==> config.mk <==
export PLATFORM = sky130hd
export DESIGN_NAME = niosii_sysid_wait_timer
export DESIGN_NICKNAME = d
export VERILOG_FILES = /design/src/rtl/niosii_sysid_wait_timer.sv
export SDC_FILE = /design/constraint.sdc
export NUM_CORES = 1
export LEC_CHECK = 0
export CAP_MARGIN = 20
export CORE_ASPECT_RATIO = 0.7
export CORE_MARGIN = 2
export CORE_UTILIZATION = 50
export CTS_BUF_LIST = sky130_fd_sc_hd__clkbuf_4
export CTS_CLUSTER_DIAMETER = 30
export DETAILED_ROUTE_END_ITERATION = 10
export DONT_BUFFER_PORTS = 1
export HOLD_SLACK_MARGIN = 0.08
export SLEW_MARGIN = 15
export SYNTH_ARGS = -nofsm -noshare
export SYNTH_HDL_FRONTEND = slang
export SYNTH_SLANG_ARGS = --single-unit
==> constraint.sdc <==
create_clock -name i_clk -period 4.9 [get_ports i_clk]
set_input_delay 1.225 -clock i_clk [delete_from_list [all_inputs] [get_ports i_clk]]
set_output_delay 1.225 -clock i_clk [all_outputs]
set_load 0.005 [all_outputs]
==> src/rtl/niosii_sysid_wait_timer.sv <==
// Stall counter for one Avalon read: counts waitrequest-high cycles,
// saturates instead of wrapping, and flags when the limit is reached.
// A limit of zero never expires.
module niosii_sysid_wait_timer #(
  parameter int unsigned W = 16
) (
  input  logic         i_clk,
  input  logic         i_rst_n,
  input  logic         i_clear,
  input  logic         i_enable,
  input  logic [W-1:0] i_limit,
  output logic         o_expired
);

  localparam logic [W-1:0] ONE = {{(W-1){1'b0}}, 1'b1};
  localparam logic [W-1:0] MAX = {W{1'b1}};

  logic [W-1:0] r_count;

  // Saturating up-count while enabled; clear has priority.
  always_ff @(posedge i_clk or negedge i_rst_n) begin
    if (!i_rst_n) begin
      r_count <= '0;
    end else if (i_clear) begin
      r_count <= '0;
    end else if (i_enable && (r_count != MAX)) begin
      r_count <= r_count + ONE;
    end
  end

  // Terminal-count compare against the programmed limit.
  always_comb begin
    o_expired = (i_limit != '0) && (r_count >= i_limit);
  end

endmodule

==> results of run 1 <==
==> cell usage after synthesis, types with 5 or more instances <==
| cell type | number | area share [%] |
|---|---|---|
| sky130_fd_sc_hd__nand4_1 | 5 | 2.3 |
| sky130_fd_sc_hd__nand2_1 | 10 | 2.8 |
| sky130_fd_sc_hd__o21ai_0 | 6 | 2.2 |
| sky130_fd_sc_hd__nand3_1 | 6 | 2.2 |
| sky130_fd_sc_hd__ha_1 | 17 | 16 |
| sky130_fd_sc_hd__nor4_1 | 8 | 3.7 |
| sky130_fd_sc_hd__dfrtp_1 | 16 | 30 |
| sky130_fd_sc_hd__nor2_1 | 13 | 3.6 |
| sky130_fd_sc_hd__mux2_2 | 6 | 5.0 |
| sky130_fd_sc_hd__inv_1 | 18 | 5.0 |
| sky130_fd_sc_hd__a21oi_1 | 14 | 5.2 |
| sky130_fd_sc_hd__nor2b_1 | 6 | 2.8 |
==> layout make-up <==
class / instances / area (um^2) / area share, %
Tap cell: 34 / 42.54 / 3.020
Clock buffer: 3 / 22.52 / 1.599
Sequential cell: 16 / 400.4 / 28.42
Inverter: 18 / 67.56 / 4.796
Multi-Input combinational cell: 124 / 875.8 / 62.17
==> worst reg2reg max path: cells and delay by family (launching register included) <==
kind,cells,cell delay (ns)
DFF,1,0.54
AOI/OAI and AO/OA,1,0.30
muxes,1,0.34
and+or+nand+nor,2,0.79
==> metrics by stage <==
| step | instances | instance area, um^2 |
|---|---|---|
| 2_1_floorplan | 161 | 1356 |
| 3_3_place_gp | 192 | 1386 |
| 3_5_place_dp | 192 | 1386 |
| 4_1_cts | 195 | 1409 |
| 5_1_grt | 195 | 1409 |
| 6_report | 195 | 1409 |
==> metal layers <==
layer	routed length (um)	share of wire [%]	GRT usage, %
met1	1425	49	28.67
met2	1357	47	36.00
met3	100	3.4	5.176
met4	23	0.79	4.898
met5	0	0	0
==> cell families after synthesis <==
| family | Yosys count |
|---|---|
| multiplexers | 7 |
| flip-flops | 16 |
| buffers and inverters | 21 |
| adder cells (fa/ha/maj) | 17 |
| AO/OA/AOI/OAI | 33 |
| AND/OR/NAND/NOR | 67 |
==> report_power, final <==
part	switching (uW)	internal, uW	total (uW)
Sequential	1.86	134	135
Combinational	10.7	10.4	21.1
Clock	41.3	28.6	69.9
Total	53.8	173	226
==> worst min-delay path by stage <==
stage / startpoint / to / slack [ns] / cells after the start
floorplan: r_count[11]$_DFFE_PN0P_ / r_count[11]$_DFFE_PN0P_ / 0.54 / 2
global placement: r_count[15]$_DFFE_PN0P_ / r_count[15]$_DFFE_PN0P_ / 0.58 / 2
detailed placement: r_count[15]$_DFFE_PN0P_ / r_count[15]$_DFFE_PN0P_ / 0.59 / 2
CTS: i_rst_n / r_count[14]$_DFFE_PN0P_ / 0.61 / 0
global route: i_rst_n / r_count[0]$_DFFE_PN0P_ / 0.60 / 0
finish: r_count[1]$_DFFE_PN0P_ / r_count[1]$_DFFE_PN0P_ / 0.61 / 2
==> summary by stage, run 1 <==
Outcome
The run finished with clean final reports.

Clock tree
The buffer levels on the longest clock path is 2. Clock latency on the worst-skew pair, taken at its later pin, is a little under 0.3 ns. After clock tree synthesis, the setup repair step added 0 buffers.

The tree is rooted in a sky130_fd_sc_hd__clkbuf_4. After clock tree synthesis, the clock-pin slew on the worst setup and hold paths is 0.09 ns. After clock tree synthesis, the flow added hold-fix buffers numbering 0. CTS built an H-tree with a depth of 1.

The count of clock tree sinks is 16. The number of buffers added by the clock tree synthesis step is 3. TritonCTS built the clock tree.

The quantity of gates resized following cts is 0.

Finish
The layout overhead on the synthesized area is 3.874%. The share of cells above drive strength 1 is 7.453%. In the layout the commonest cells are sky130_fd_sc_hd__inv_1, sky130_fd_sc_hd__ha_1, sky130_fd_sc_hd__dfrtp_1, sky130_fd_sc_hd__a21oi_1, sky130_fd_sc_hd__nor2_1. The number of antenna cells inserted is 0. The most common cell after layout, fill and taps aside is sky130_fd_sc_hd__inv_1. The layout has about 240 filler cells.

The most flop-heavy register is r_count. The register with the most flip-flops in the layout has 16 of them. In the final design database the tool counted 200 nets. At the end of the flow the core is filled with cells to between 50% and 60%. The largest registers in the layout are r_count: 16 flops.

Power and ir drop
The maximum resistive drop on vdd is 0.1075 mV. In this run the static leakage power is between 0.0006 and 0.0007 uW. The overall power is 226.4 uW. The cell area power density is 160.7 nW/um^2.

Routing
The DRC violation total after the first TritonRoute iteration is 98. The overall via count from detail_route is about 1200. In the routed design, unresolved DRC markers number 0. The first detailed-routing pass took 4 iterations. The average vias per placed instance is a little over 6.

Once detail routing completed, the nets flagged for antenna violations numbered 0. The average detailed-routed wire length per instance is 14.90 um. After detailed routing, the total wire length is 2905 um.

STA
The count of final hold-check violations is 0. The final count of negative-setup-slack endpoints is 0. The clock arrives with around 0.0033 ns of skew. At the pin with the least slew margin, the transition time is 0.7514 ns.

The final number of max-transition violations is 0. The minimum setup slack in the final design is 1.252 ns. The relative slew slack is 49.49%. The highest clock frequency the design can meet is 274.1 MHz.

The final sum of negative setup slack is 0 ns. The smallest clock period supported by the final layout is computed as between 3 and 4 ns. Setup repair after global routing left no endpoint under its margin. The share of the cycle needed by the critical path after routing is about 74%. The worst slack on hold paths is approximately 0.61 ns.

Floorplanning
The y dimension of the die is 47.58 um. The die extent in x is 66.25 um. After floorplanning, the core was divided into 15 placement rows. The die covers 3152 um^2. The initial core utilization is 53.93%. The number of I/O pins is 21. The region available for standard cell placement spans 2515 um^2.

Synthesis
Summing the areas of all compound-gate instances in the mapped netlist gives between 10% and 20% of the synthesized area. The fraction of registers with async set or reset after synthesis is 100.0%. Synthesis produced a netlist whose cell count is 161. The share of synthesized area spent on multiplexers is 5.720%. After synthesis, flip-flops and latches occupy 29.52% of the total area.

Summing the areas of all fa, ha and maj instances in the mapped netlist gives 15.68% of the synthesized area. A synthesized cell averages 8.424 um^2. The post-synthesis share of cell area spent on and, or, nand and nor gates is ~28%. After synthesis, the largest family of logic cells by area is simple AND/OR/NAND/NOR gates. Of the total synthesized cell area, the portion taken by XOR and XNOR cells is 0%.

The total number of yosys warnings is 0. The number of register bits inferred by synthesis is 16. When the netlist entered floorplanning its net count stood at 198. In this run, synthesis inferred 0 flip-flops with an integrated enable.

Counting distinct cell types in the post-synthesis netlist gives 31. The predominant post-synthesis flop cell is sky130_fd_sc_hd__dfrtp_1. The post-synthesis instance area is ~1400 um^2.

Flow run
The tool flagged a number of max-cap violations equal to 0.

Placement
Before CTS, the worst setup slack after placement is 1.255 ns. During placement, the flow inserted port buffers numbering 0. The final estimated routing congestion in global placement is 0.7778. The half-perimeter wire length after placement is approximately 2300 um.

Setup path
Across all register-to-register paths, the minimum setup slack is 2.82 ns. The maximum fanout along the worst path is 2. On the critical path, the stage with the largest delay is an instance of sky130_fd_sc_hd__a2111o_1. In this design, the stage delay of the slowest critical-path cell is 0.41 ns.

The endpoint kind of the worst setup timing path is an output port. The launch point of the worst path is i_limit[0]. The worst flop-to-flop path startpoint is r_count[3]$_DFFE_PN0P_. On the critical path the largest part of the delay comes from compound AO/OA/AOI/OAI gates. The critical path runs through a total of 5 cells. The critical path contains buffers and inverters numbering 0 combined. In this run the critical register-to-register path is captured at r_count[0]$_DFFE_PN0P_. STA puts the critical path data required time at 3.67 ns. The length in cells of the worst reg-to-reg path is 4.

Following the worst setup path forward leads to its endpoint at o_expired. The startpoint class of the critical path is a primary input. The startpoint-to-endpoint class of the critical path is primary input to output port. Walking the worst path, the cells encountered are ha_1 > nand2b_1 > a2111o_1 > a31o_2 > o2bb2ai_1.

Data on the critical path arrives at its endpoint at 2.42 ns.

Global route
The total overflow left after global routing is 0. The overall routing resource usage is 21.42%. The wire length of the first global-routing pass is 4981 um. The via count of the first global-routing pass is between 1000 and 1500.

Entering global routing, the biggest net connects 24 pins. The initial antenna violation count is 0.

Min path
The kind of path behind the tightest hold check is flip-flop to flip-flop.
(Power assumes the default switching activity.)
==> run 2, diff against run 1 <==
- PLACE_DENSITY: unset -> 0.68
- clock period: 4.9 -> 3 ns (I/O delays scaled with it)
==> summary by stage, run 2 (synthesis results as in run 1) <==
Finish
The final non-filler cell area is 1409 um^2 (unchanged). The layout overhead on the synthesized area is 3.874% (unchanged). In the final layout, the registers with the most flip-flops are r_count: 16 flops.

The most common cell after layout, fill and taps aside is sky130_fd_sc_hd__inv_1. The number of antenna cells inserted is 0 (unchanged). The final-stage net count is 200 (unchanged). The register with the most flip-flops in the final layout is r_count. The flip-flop count of the largest register after layout is 16 (unchanged). The share of cells above drive strength 1 is 7.453% (unchanged). In the layout the commonest cells are sky130_fd_sc_hd__inv_1, sky130_fd_sc_hd__ha_1, sky130_fd_sc_hd__dfrtp_1, sky130_fd_sc_hd__a21oi_1, sky130_fd_sc_hd__nor2_1.

Clock tree
TritonCTS built the clock tree. Clock tree synthesis selected as its root buffer the cell sky130_fd_sc_hd__clkbuf_4. The number of buffers inserted by post-CTS setup repair came to 0 (unchanged). The clock slew seen by the registers of the worst setup and hold paths came to 0.10 ns (about the same). The H-tree level count was 1 (unchanged).

The clock latency on the worst-skew pair is 0.30 ns (about the same). The buffer levels on the longest clock path is 2 (unchanged). The number of buffers added by the clock tree synthesis step was 3 (unchanged). The number of hold buffers added after cts is 0 (unchanged). The quantity of gates resized following cts came to 0 (unchanged). The count of clock tree sinks is 16 (unchanged).

Power and ir drop
The maximum resistive drop on vdd is 0.2017 mV (+88%). The power dissipated by switching net loads was 92.72 uW (+72%). The internal power was 282.1 uW (+63%). The cell area power density was 266.0 nW/um^2 (+66%). The part of the total power dissipated in the clock network is 31.8% (+0.9 points). The sequential fraction of design power came to 59.0% (-0.8 points). The leakage component of the power came to 0.0006400 uW (unchanged). The proportion of total power due to net switching is 24.74% (+0.96 points). The relative contribution of combinational cells to total power was 9.2% (about the same).

Routing
The average vias per placed instance is 5.897 (-2.3%). The average detailed-routed wire length per instance is 15.50 um (+4.1%). The count of antenna-violating nets left after detailed routing is 0 (unchanged). The overall via count from detail_route came to 1150 (-2.3%). The residual DRC count is 0 (unchanged).

The routed wire length came to 3023 um (+4.1%). The number of search-and-repair iterations in the first detailed-routing pass is 4 (unchanged). The DRC violation total after the first TritonRoute iteration is 61 (-38%).

STA
The worst-margin pin slew is 0.6939 ns (-0.05753 ns). The final sum of negative setup slack came to 0 ns (unchanged). The final number of max-transition violations is 0 (unchanged). The clock tree skew after final layout was 0.009666 ns (+0.006340 ns). Setup repair after global routing left no endpoint under its margin. The shortest clock period the worst path allows after layout is around 2.7 ns. The share of the cycle needed by the critical path after routing is 90.39%. The final count of negative-setup-slack endpoints came to 0 (unchanged). The highest clock frequency the design can meet is 368.8 MHz. The count of final hold-check violations is 0 (unchanged).

The relative slew slack is 53.36% (+3.9 points).

Global route
The initial antenna violation count was 0 (unchanged). The via count of the first global-routing pass came to 1120 (+6.4%). The total congestion overflow after global routing is 0 (unchanged).

The overall routing resource usage is 21.94% (+0.52 points). The largest net degree at the start of global routing is 24 (unchanged). The wire length of the first global-routing pass is 5023 um (+0.84%).

Setup path
The startpoint-to-endpoint class of the critical path is flip-flop to output port. The data arrival time of the critical path is 1.96 ns (-0.46 ns). The maximum fanout along the worst path is 4 (+2).

The worst setup path is captured at an output port. Walking the worst path, the cells encountered are inv_1 > ha_1 > nand2b_1 > a2111o_1 > a31o_2 > o2bb2ai_1. The length in cells of the worst reg-to-reg path was 4 (unchanged). The flop-to-flop setup slack came to 0.98 ns (-1.84 ns).

The capturing instance or port of the critical path is o_expired. The library cell contributing the largest single delay on the critical path is sky130_fd_sc_hd__a2111o_1. The worst path required time came to 2.25 ns (-1.42 ns). The startpoint class of the critical path is a flip-flop. The critical path starts at r_count[0]$_DFFE_PN0P_.

The endpoint identified for the worst register-to-register timing path is r_count[0]$_DFFE_PN0P_. The biggest cell delay along the critical path is 0.40 ns (about the same). The worst flop-to-flop path startpoint is r_count[3]$_DFFE_PN0P_.

Floorplanning
The core region area was 2515 um^2 (unchanged). The die extent in x is 66.25 um (unchanged). The y dimension of the die came to 47.58 um (unchanged). The standard-cell row count is 15 (unchanged). The area of the die is 3152 um^2 (unchanged). The number of I/O pins is 21 (unchanged).

The initial core utilization is 53.93% (unchanged).

Placement
The number of buffers inserted by port buffering is 0 (unchanged). The final estimated routing congestion in global placement is 0.8082 (+3.9%). The half-perimeter wire length after placement came to 2362 um (+2.0%). The cell area after placement is 1386 um^2 (unchanged).

Min path
The min-delay analysis places its worst path in the category primary input to async pin.

Flow run
The number of max-cap violations is 0 (unchanged).

Outcome
The flow ran to the end, and the final reports show no timing, DRC or antenna violations.
-- run 2: critical path: cells and delay by family (launching register included) --
kind	cells	cell delay (ns)
AOI/OAI and AO/OA	3	0.80
DFF	1	0.39
adders and majority gates	1	0.26
and+or+nand+nor	1	0.14
buffers and inverters	1	0.07
-- run 2: cell type report --
cell class / instances / area, um^2
Inverter: 18 / 67.56
Sequential cell: 16 / 400.4
Tap cell: 34 / 42.54
Fill cell: 232 / 1106
Multi-Input combinational cell: 124 / 875.8
Clock buffer: 3 / 22.52
-- run 2: worst min path at each step --
stage / startpoint / end / cells after the start
2_1_floorplan: i_rst_n / r_count[0]$_DFFE_PN0P_ / 0
3_3_place_gp: i_rst_n / r_count[14]$_DFFE_PN0P_ / 0
3_5_place_dp: i_rst_n / r_count[14]$_DFFE_PN0P_ / 0
4_1_cts: i_rst_n / r_count[14]$_DFFE_PN0P_ / 0
5_1_grt: i_rst_n / r_count[8]$_DFFE_PN0P_ / 0
6_report: i_rst_n / r_count[14]$_DFFE_PN0P_ / 0
-- run 2: per-stage QoR --
| stage | hold WS [ns] | cells | total power (uW) | utilization (%) | setup WS, ns |
|---|---|---|---|---|---|
| final | 0.1295 | 195 | 374.8 | 56.02 | 0.2884 |
| after global routing | 0.1143 | 195 | 392.6 | 56.02 | 0.1965 |
| after CTS | 0.1301 | 195 | 378.2 | 56.02 | 0.2725 |
| after detailed placement | 0.4548 | 192 | 259.6 | 55.12 | 0.3067 |
| after global placement | 0.4548 | 192 | 256.6 | 55.12 | 0.3253 |
| after floorplan | 0.4544 | 161 | 255.7 | - | 0.3611 |
-- run 2: per-layer routing --
metal	GRT usage [%]	routed length (um)	up-vias
met1	25.22	1426	537
li1	-	-	591
met4	6.531	31	0
met5	0	0	-
met3	5.882	95	5
met2	41.40	1470	17
-- run 2: power by group through the flow --
stage,clock network (uW),logic [uW],registers [uW]
2_1_floorplan,0,31.0,225
3_3_place_gp,0,31.3,225
3_5_place_dp,0,34.3,225
4_1_cts,122,34.7,221
5_1_grt,130,40.9,221
6_report,119,34.5,221
